`src/rtl/uart_servo_pkg.sv`:
```
// Shared definitions for the UART servo command controller.
//  - state_e   : frame assembly FSM states
//  - HDR_BYTE_DEF : default frame start marker
//  - FRAME_LEN : bytes per command frame (header, id, pos_h, pos_l, chk)
//  - chk8()    : frame checksum over the three payload bytes
package uart_servo_pkg;

  localparam int          FRAME_LEN    = 5;
  localparam logic [7:0]  HDR_BYTE_DEF = 8'hA5;

  // One state per frame byte; the header is consumed while in IDLE.
  typedef enum logic [$clog2(FRAME_LEN)-1:0] {
    ST_IDLE    = 3'd0,
    ST_GET_ID  = 3'd1,
    ST_GET_PH  = 3'd2,
    ST_GET_PL  = 3'd3,
    ST_GET_CHK = 3'd4
  } state_e;

  function automatic logic [7:0] chk8(input logic [7:0] id,
                                      input logic [7:0] ph,
                                      input logic [7:0] pl);
    return id ^ ph ^ pl;
  endfunction

endpackage

```
`src/rtl/rxdone_sync_edge.sv`:
```
// Brings the receiver's RxDone level into the Clk domain through a 2-FF
// synchroniser and produces a single-cycle byte strobe on its rising edge.
// Ports:
//  clk_i      system clock
//  rst_i      synchronous active-high reset
//  rx_done_i  asynchronous byte-done level from the receiver
//  byte_v_o   one-Clk strobe per RxDone high period
module rxdone_sync_edge (
  input  logic clk_i,
  input  logic rst_i,
  input  logic rx_done_i,
  output logic byte_v_o
);

  logic meta_q;
  logic sync_q;
  logic prev_q;

  // Synchroniser chain plus one delay stage for edge detection.
  always_ff @(posedge clk_i) begin
    if (rst_i) begin
      meta_q <= 1'b0;
      sync_q <= 1'b0;
      prev_q <= 1'b0;
    end else begin
      meta_q <= rx_done_i;
      sync_q <= meta_q;
      prev_q <= sync_q;
    end
  end

  assign byte_v_o = sync_q & ~prev_q;

endmodule

```
`src/rtl/uart_servo_cmd_ctrl.sv`:
```
// Frame-level controller between the RS-232 byte receiver and the servo PWM
// position bank. Assembles 5-byte frames (A5, ID, POS_H, POS_L, CHK), checks
// them and emits one position write per valid frame.
// Ports:
//  Clk, Rst   clock and synchronous active-high reset
//  Enable     accept frames; low holds the FSM in IDLE
//  RxDone     receiver byte-done level (other domain); RxData its byte
//  RxEn       registered copy of Enable; NBits constant 8
//  PosWrEn    one-Clk write strobe with PosAddr / PosData (held until next write)
//  FrameErr   one-Clk pulse per discarded frame; ErrCount saturating count
module uart_servo_cmd_ctrl
  import uart_servo_pkg::*;
#(
  parameter int          NUM_SERVOS   = 4,
  parameter logic [7:0]  HDR_BYTE     = HDR_BYTE_DEF,
  parameter logic [15:0] POS_MAX      = 16'd2000,
  parameter int          TIMEOUT_CLKS = 500000,
  localparam int         AW = (NUM_SERVOS > 1) ? $clog2(NUM_SERVOS) : 1
) (
  input  logic          Clk,
  input  logic          Rst,
  input  logic          Enable,
  input  logic          RxDone,
  input  logic [7:0]    RxData,
  output logic          RxEn,
  output logic [3:0]    NBits,
  output logic          PosWrEn,
  output logic [AW-1:0] PosAddr,
  output logic [15:0]   PosData,
  output logic          FrameErr,
  output logic [7:0]    ErrCount
);

  localparam int          TW       = (TIMEOUT_CLKS > 1) ? $clog2(TIMEOUT_CLKS) : 1;
  localparam logic [TW-1:0] TMO_LAST = TW'(TIMEOUT_CLKS - 1);

  logic          byte_v;
  state_e        state_q;
  logic [7:0]    id_q, ph_q, pl_q;
  logic [TW-1:0] timer_q;
  logic          rx_en_q, pos_wr_en_q, frame_err_q;
  logic [AW-1:0] pos_addr_q;
  logic [15:0]   pos_data_q;
  logic [7:0]    err_count_q;

  logic [15:0]   pos_clamp_d;
  logic          frame_ok_d;
  logic [7:0]    err_count_d;

  rxdone_sync_edge u_sync (
    .clk_i     (Clk),
    .rst_i     (Rst),
    .rx_done_i (RxDone),
    .byte_v_o  (byte_v)
  );

  // Frame verdict and clamped position, evaluated against the CHK byte on RxData.
  always_comb begin
    pos_clamp_d = ({ph_q, pl_q} > POS_MAX) ? POS_MAX : {ph_q, pl_q};
    frame_ok_d  = (RxData == chk8(id_q, ph_q, pl_q)) &&
                  ({24'd0, id_q} < 32'(NUM_SERVOS));
    err_count_d = (err_count_q == 8'hFF) ? 8'hFF : err_count_q + 8'd1;
  end

  // Frame FSM, inter-byte timer and registered outputs.
  always_ff @(posedge Clk) begin
    if (Rst) begin
      state_q     <= ST_IDLE;
      id_q        <= 8'd0;
      ph_q        <= 8'd0;
      pl_q        <= 8'd0;
      timer_q     <= '0;
      rx_en_q     <= 1'b0;
      pos_wr_en_q <= 1'b0;
      pos_addr_q  <= '0;
      pos_data_q  <= 16'd0;
      frame_err_q <= 1'b0;
      err_count_q <= 8'd0;
    end else begin
      rx_en_q     <= Enable;
      pos_wr_en_q <= 1'b0;
      frame_err_q <= 1'b0;
      if (!Enable) begin
        // Partial frame is dropped silently.
        state_q <= ST_IDLE;
        timer_q <= '0;
      end else begin
        case (state_q)
          ST_IDLE: begin
            if (byte_v && (RxData == HDR_BYTE)) state_q <= ST_GET_ID;
          end
          ST_GET_ID: begin
            if (byte_v) begin
              id_q    <= RxData;
              state_q <= ST_GET_PH;
            end
          end
          ST_GET_PH: begin
            if (byte_v) begin
              ph_q    <= RxData;
              state_q <= ST_GET_PL;
            end
          end
          ST_GET_PL: begin
            if (byte_v) begin
              pl_q    <= RxData;
              state_q <= ST_GET_CHK;
            end
          end
          ST_GET_CHK: begin
            if (byte_v) begin
              state_q <= ST_IDLE;
              if (frame_ok_d) begin
                pos_wr_en_q <= 1'b1;
                pos_addr_q  <= id_q[AW-1:0];
                pos_data_q  <= pos_clamp_d;
              end else begin
                frame_err_q <= 1'b1;
                err_count_q <= err_count_d;
              end
            end
          end
          default: state_q <= ST_IDLE;
        endcase

        // A byte arriving on the expiry cycle wins over the timeout.
        if (state_q == ST_IDLE) begin
          timer_q <= '0;
        end else if (byte_v) begin
          timer_q <= '0;
        end else if (timer_q == TMO_LAST) begin
          timer_q     <= '0;
          state_q     <= ST_IDLE;
          frame_err_q <= 1'b1;
          err_count_q <= err_count_d;
        end else begin
          timer_q <= timer_q + TW'(1);
        end
      end
    end
  end

  assign RxEn     = rx_en_q;
  assign NBits    = 4'd8;
  assign PosWrEn  = pos_wr_en_q;
  assign PosAddr  = pos_addr_q;
  assign PosData  = pos_data_q;
  assign FrameErr = frame_err_q;
  assign ErrCount = err_count_q;

endmodule

```
`config.mk`:
```
export PLATFORM = sky130hd
export DESIGN_NAME = uart_servo_cmd_ctrl
export DESIGN_NICKNAME = d
export VERILOG_FILES = /design/src/rtl/uart_servo_pkg.sv /design/src/rtl/rxdone_sync_edge.sv /design/src/rtl/uart_servo_cmd_ctrl.sv
export SDC_FILE = /design/constraint.sdc
export NUM_CORES = 1
export LEC_CHECK = 0
export BUFFER_PORTS_ARGS = -buffer_cell sky130_fd_sc_hd__buf_2
export CAP_MARGIN = 20
export CORE_ASPECT_RATIO = 1.75
export CORE_MARGIN = 2
export CORE_UTILIZATION = 50
export DETAILED_ROUTE_END_ITERATION = 10
export GPL_TIMING_DRIVEN = 0
export PLACE_DENSITY_LB_ADDON = 0.05
export SETUP_SLACK_MARGIN = 0.3
export SLEW_MARGIN = 0
export SYNTH_ARGS = -nofsm -noshare
export SYNTH_HDL_FRONTEND = slang
export SYNTH_SLANG_ARGS = --single-unit
```
`constraint.sdc`:
```
create_clock -name Clk -period 2.45 [get_ports Clk]
set_input_delay 0.49 -clock Clk [delete_from_list [all_inputs] [get_ports Clk]]
set_output_delay 0.49 -clock Clk [all_outputs]
set_load 0.02 [all_outputs]
```
# Word-level counts from Yosys, hierarchy flattened
# Cells that the tools add are included.
# totals
in_bits	12
reg_bits	78
# op_classes
bitwise	7
order_cmp	2
n_eq_ne	8
reduce_logical	10
add_sub_neg	2
muxes	24
# ops
operator	count
8-bit 2-to-1 mux	7
3-bit 2-to-1 mux	8
19-bit by 1-bit adder with 19-bit output, second input constant	1
19-bit equality test, second input constant	1
8-bit equality test, second input constant	2
16-bit by 11-bit greater-than comparator with 1-bit output, second input constant	1
16-bit 2-to-1 mux	1
8-bit bitwise XOR	2
3-bit case mux with 5 select lines	1
3-bit AND reduction	3
8-bit by 1-bit adder with 8-bit output, second input constant	1
8-bit equality test	1
8-bit by 3-bit < comparator with 1-bit output, second input constant	1
1-bit 2-to-1 mux	7
3-bit by 2-bit equality test with 1-bit output, second input constant	2
5-bit OR reduction	1
1-bit inverter	4
4-bit AND reduction	1
4-bit OR reduction	1
3-bit by 1-bit equality test with 1-bit output, second input constant	1
3-bit equality test, second input constant	1
3-bit logical NOT	1
1-bit logical AND	2
2-bit OR reduction	1
1-bit bitwise AND	1

# Depth between registers and ports, before layout
# Gate-level depths: netlist (run 1).
# logic_depth
depth_word	10
ltp_mapped	8
mapped_depth_nobuf	7

# Hierarchy
# Synthesis (run 1) repeated with hierarchy kept, for this count alone.
# hier_totals
hier_cells	376
hier_area_um2	3460.8
# modules_own_cells
module	cells_per_inst	area_each_um2	n_inst
uart_servo_cmd_ctrl	369	3373.2	1
rxdone_sync_edge	7	87.6	1

# Least setup slack after synthesis (run 1)
# OpenSTA, ideal clock, no wires.
# synth_path
kind	register to register
from	register timer_q[0]
to	register err_count_q[2], in the netlist ErrCount[2]
path_buffers	1
synth_period_minus_slack_ps	2168
setup_ps	117
slack_ps	282
stages_incl_launch_ff	9
arrival_ps	2050
path_cell_list	dfxtp_1 > ha_1 > nand3_2 > or3_1 > nor4_2 > and2_1 > buf_2 > o211ai_1 > a32o_1
# synth_between
elab_chain_len	4
# synth_lines
item	line	text
start: declaration	uart_servo_cmd_ctrl.sv:40	logic [TW-1:0] timer_q;
start signal: assignment	uart_servo_cmd_ctrl.sv:137	timer_q <= timer_q + TW'(1);
19-bit equality test	uart_servo_cmd_ctrl.sv:131	end else if (timer_q == TMO_LAST) begin
8-bit 2-to-1 mux	uart_servo_cmd_ctrl.sv:131	
8-bit 2-to-1 mux	uart_servo_cmd_ctrl.sv:129	end else if (byte_v) begin
8-bit 2-to-1 mux	uart_servo_cmd_ctrl.sv:127	if (state_q == ST_IDLE) begin
end signal: assignment	uart_servo_cmd_ctrl.sv:119	err_count_q <= err_count_d;
end signal: assignment	uart_servo_cmd_ctrl.sv:135	err_count_q <= err_count_d;
end: declaration	uart_servo_cmd_ctrl.sv:44	logic [7:0] err_count_q;
# No other way between the ends.
# A chain may end at the register's enable or synchronous reset.

# Worst setup path in the final report (run 1)
# layout_path
from	register timer_q[1]
to	register err_count_q[2], in the netlist ErrCount[2]
# Same word-level chain as after synthesis.

==> results of run 1 <==
[layer usage]
| layer | GRT usage, % | vias up | share of wire, % |
|---|---|---|---|
| li1 | - | 1426 | - |
| met1 | 22.4 | 1377 | 37 |
| met2 | 42.9 | 44 | 57 |
| met3 | 4.24 | 21 | 2.6 |
| met4 | 13.5 | 0 | 3.3 |
| met5 | 0 | - | 0 |
[cell families (layout without fill, tap and decap cells)]
group,after synthesis,count (layout),synth area share [%]
muxes,24,24,6.97
xor gates and xnor gates,35,35,8.89
adders and majority gates,2,2,0.726
and+or+nand+nor,178,178,27.0
buffers and inverters,25,89,3.41
AOI/OAI and AO/OA,35,35,7.51
other,2,4,0.218
DFF,78,78,45.3
[path summary, 6_finish.rpt]
path	from	endpoint	slack, ns	depth (start not counted)
max	timer_q[1]	ErrCount[2]	0.35	8
min	RxDone	u_sync.meta_q	0.37	2
max reg2reg	timer_q[1]	ErrCount[2]	0.35	8
min reg2reg	timer_q[0]	timer_q[0]	0.44	1
[sequential cells by signal (all words and copies together) (netlist names)]
| name | count |
|---|---|
| ErrCount | 8 |
| FrameErr | 1 |
| PosAddr | 2 |
| PosData | 16 |
| PosWrEn | 1 |
| RxEn | 1 |
| id_q | 8 |
| ph_q | 8 |
| pl_q | 8 |
| state_q | 3 |
| timer_q | 19 |
| u_sync.meta_q | 1 |
| u_sync.prev_q | 1 |
| u_sync.sync_q | 1 |
[where the power goes]
part,total (mW),internal (mW),switching [mW]
combinational,0.0888,0.0310,0.0579
sequential,1.27,1.27,0.00124
clock,1.41,0.916,0.496
total,2.77,2.22,0.555
[cell usage after synthesis (2+ instances only)]
cell	number	area share (%)
o21ai_0	2	0.29
nor3_1	16	2.3
or3b_1	2	0.51
ha_1	2	0.73
o21bai_1	2	0.44
nand4_1	5	0.91
nor4_1	5	0.91
nand2_1	24	2.6
xnor2_1	18	4.6
nor2b_1	4	0.73
buf_4	4	0.87
mux2i_1	24	7.0
o21ai_1	4	0.58
nor3b_1	3	0.65
a21oi_1	10	1.5
nand2b_1	2	0.36
nor4b_1	4	1.0
dfxtp_1	78	45
a211oi_1	2	0.44
a221oi_1	2	0.51
and3_1	14	2.5
nand3_1	15	2.2
a221oi_2	2	0.87
and2_1	5	0.91
xor2_1	17	4.3
inv_1	10	1.1
clkbuf_1	8	0.87
conb_1	2	0.22
nor2_1	64	7.0
[final cells by class]
type | instances | share of cell area (%)
Sequential cell | 78 | 36.6
Inverter | 10 | 0.872
Clock inverter | 4 | 1.63
Multi-Input combinational cell | 278 | 44.5
Clock buffer | 12 | 5.73
Tap cell | 84 | 2.44
Buffer | 15 | 2.18
Timing Repair Buffer | 48 | 6.05
[worst max-delay path, stage by stage (launching register included)]
cell and delay [ns]:
dfxtp_2 0.35, ha_4 0.16, nand3_4 0.09, or3_4 0.37, nor4_4 0.35, and2_4 0.21
buf_6 0.12, o211ai_1 0.08, a32o_1 0.26
[through the flow]
stage | setup slack (ns) | instance area (um2)
after floorplan | 0.303 | 3460
after global placement | -0.153 | 3770
after detailed placement | -0.185 | 3770
after CTS | 0.277 | 4170
after global routing | 0.249 | 4300
final | 0.348 | 4300
[repair_timing]
item,in CTS,in global routing
pin swaps,4,10
gates cloned,0,1
buffers inserted,3,4
gates resized for setup,15,25
endpoints found under the setup margin,42,39
hold buffers,0,0
==> metrics.txt, run 1 <==
vias per cell=5.42; Tmin final=2.10 ns; Fmax=476 MHz; Seq/Total Area, Yosys=45.3%; H-tree levels=3; status=finished clean; GR Overflow Total=0; CP arrival=2.33 ns; Slew Viols, Final=0; Static Leakage=1.72 nW; worst min-delay path category=in2reg; unrepaired setup endpoints after global routing=true; setup tns final=0 ns; Syn Area/Cell=9.10 um2; YS warnings=0; Die Footprint=7600 um2; Bufs on Longest Clock Path=2; Total GRT Usage=22.9%; Worst Setup Start Kind=flop; Clock Latency Late Sink=0.33 ns; utilization after layout=63.7%; WP data required=2.68 ns; nets=454; DP HPWL=5940 um; total power draw=2.77 mW; Initial Util=51.0%; PwrDens=644 nW/um2; Detail Route Antenna Nets=0; Core Footprint=6760 um2; # port buffers=40; Async SR Flop Fraction=0%; commonest non-fill, non-tap cells in the layout=dfxtp_1 (71), nor2_1 (64), buf_2 (40), nand2_1 (24), mux2i_1 (24); Clock Skews=0.00567 ns; Residual DRC=0; area of the multi-input gates=1920 um2; clock sink count=78; EDFF count, synth=0; leading cell type in the layout, fill and taps excluded=dfxtp_1; Post-Syn Area=3450 um2; Post-Layout Cell Count=529; flops & latches, synth=78; I/O pin total=45; Sequential Area=1570 um2; first-pass GRT wire length=13,100 um; Worst Tran Pin Value=0.923 ns; placed cell count=505; maxcap violations=0; share of cells above drive strength 1=23.8%; post-synth cell types=58; WS Path Type=reg2reg; total number of vias=2,868; WL final=8130 um; vias in the first global route=2,855; initial antenna violation count=0; CTS Buf Count=9; WL/cell=15.4 um; worst vdd ir=0.000475 V; Worst setup EP type=flop; largest net degree at the start of global routing=13; clock root cell=clkbuf_16; Worst slew margin=37.9%; Worst-path clk slew=0.06 ns; die height=114 um; Fillers=604; final setup vio count=0; area grow syn2layout=24.8%; diode count=0; CTS tree=yes; Placer Congestion=0.830; final hold violation count=0; first-iteration detailed-routing DRC count=97; Hold Slack=0.368 ns; Die X=66.8 um; Detailed Routing Iterations Pass 1=4; dominant synthesized flop cell=dfxtp_1; final worst-path cycle share=85.8%; Worst Path Max Fanout=8; row cnt=40; Gate Count Post-Synth=379
(Power assumes the default switching activity.)
==> run 2, diff against run 1 <==
--- a/config.mk
+++ b/config.mk
@@ -9,7 +9,7 @@
 export CAP_MARGIN = 20
 export CORE_ASPECT_RATIO = 1.75
 export CORE_MARGIN = 2
-export CORE_UTILIZATION = 50
+export CORE_UTILIZATION = 40
 export DETAILED_ROUTE_END_ITERATION = 10
 export GPL_TIMING_DRIVEN = 0
 export PLACE_DENSITY_LB_ADDON = 0.05
==> metrics.txt, run 2 (synthesis gave the netlist of run 1 again) <==
vias in the first global route=2,828; hold-fix buffers at CTS=0; status=finished clean; largest register by flop count=timer_q; CTS tree=yes; max reg flops=19; diode count=0; leading cell type in the layout, fill and taps excluded=dfxtp_1; unrepaired setup endpoints after global routing=true; area of the multi-input gates=1910 um2; Clock Skews=0.00757 ns; Worst R2R End=id_q[1]; Worst Path Max Fanout=8; Bufs on Longest Clock Path=2; Core Footprint=8310 um2; # port buffers=40; Clock Latency Late Sink=0.34 ns; I/O pin total=45; PwrDens=659 nW/um2; area post-placement=3810 um2; clock root cell=clkbuf_16; final hold violation count=0; initial antenna violation count=0; total number of vias=2,829; setup tns final=0 ns; Sequential Area=1570 um2; area grow syn2layout=26.2%; placed cell count=536; final worst-path cycle share=84.2%; Post-Layout Cell Count=561; Initial Util=41.5%; worst min-delay path category=in2reg; Worst Tran Pin Value=0.907 ns; Worst R2R Start=u_sync.sync_q; Worst slew margin=39.2%; Residual DRC=0; Fmax=485 MHz; first-pass GRT wire length=13,900 um; maxcap violations=0; vias per cell=5.04; commonest non-fill, non-tap cells in the layout=dfxtp_1 (75), nor2_1 (64), buf_2 (40), mux2i_1 (24), nand2_1 (23); WL/cell=14.8 um; H-tree levels=3; Worst Setup Start Kind=flop; Static Leakage=1.72 nW; min-delay src=RxDone; share of cells above drive strength 1=23.5%; row cnt=44; Worst setup EP type=flop; WP data required=2.65 ns; total power draw=2.87 mW; final setup vio count=0; largest net degree at the start of global routing=14; die height=127 um; CTS Buf Count=9; clock sink count=78; nets=455; worst hold endpoint=u_sync.meta_q; Worst Hold Depth=2; r2r worst-path depth=7; Die Footprint=9410 um2; Detail Route Antenna Nets=0; CP arrival=2.27 ns; Total GRT Usage=19.5%; GR Overflow Total=0; first-iteration detailed-routing DRC count=103; Die X=74.2 um; Placer Congestion=0.813; WS Path Type=reg2reg; flop-to-flop setup slack=0.39 ns; Detailed Routing Iterations Pass 1=4; Slew Viols, Final=0; Hold Slack=0.368 ns; Fillers=818; Tmin final=2.06 ns; DP HPWL=6130 um; WL final=8290 um; worst vdd ir=0.000411 V; final instance area=4350 um2; Worst-path clk slew=0.06 ns
-- run 2: cell count changes in the layout (fill, tap and decap cells not counted), sizes merged --
cell	before	now
buf	55	56
clkinv	2	3
bufinv	2	3
clkinvlp	0	1
clkbuf	20	17
-- run 2: area by class of cell --
| class | instances | share of cell area [%] |
|---|---|---|
| Sequential cell | 78 | 36.0 |
| Clock buffer | 9 | 5.18 |
| Inverter | 10 | 0.863 |
| Timing Repair Buffer | 49 | 6.15 |
| Multi-Input combinational cell | 278 | 43.8 |
| Tap cell | 115 | 3.31 |
| Clock inverter | 7 | 2.59 |
| Buffer | 15 | 2.10 |
-- run 2: worst max-delay path by stage --
stage,endpoint,start,slack (ns)
2_1_floorplan,ErrCount[2],timer_q[0],0.30
3_3_place_gp,ErrCount[5],RxData[2],-0.17
3_5_place_dp,PosData[14],RxData[4],-0.22
4_1_cts,ErrCount[5],pl_q[2],0.29
5_1_grt,id_q[1],u_sync.sync_q,0.25
6_report,id_q[1],u_sync.sync_q,0.39
-- run 2: worst max-delay path, stage by stage (launching register included) --
cell and delay [ns]:
dfxtp_1 0.34, nor2b_2 0.26, nand2_1 0.11, or2_2 0.29, or3b_2 0.43, clkbuf_2 0.25
mux2i_1 0.20, nor2_1 0.05
-- run 2: timing repair --
| action | 4_1_cts | 5_1_grt |
|---|---|---|
| setup endpoints to repair | 45 | 34 |
| buffers inserted | 5 | 4 |
| pin swaps | 5 | 12 |
| gates resized for setup | 16 | 15 |
-- run 2: metrics by stage --
stage	utilization [%]	worst slack (ns)
6_report	52.3	0.386
5_1_grt	52.3	0.248
4_1_cts	51.1	0.286
3_5_place_dp	45.8	-0.221
3_3_place_gp	45.8	-0.172
2_1_floorplan	-	0.303
-- run 2: metal layers --
| metal | global-route usage, % | wire length, um |
|---|---|---|
| met5 | 0 | 0 |
| met2 | 35.3 | 4660 |
| met4 | 7.70 | 208 |
| met1 | 20.8 | 3200 |
| met3 | 5.16 | 228 |
-- run 2: power breakdown --
group	total, mW	switching [mW]	internal [mW]
Clock	1.51	0.520	0.989
Combinational	0.0866	0.0578	0.0288
Sequential	1.27	0.00105	1.27
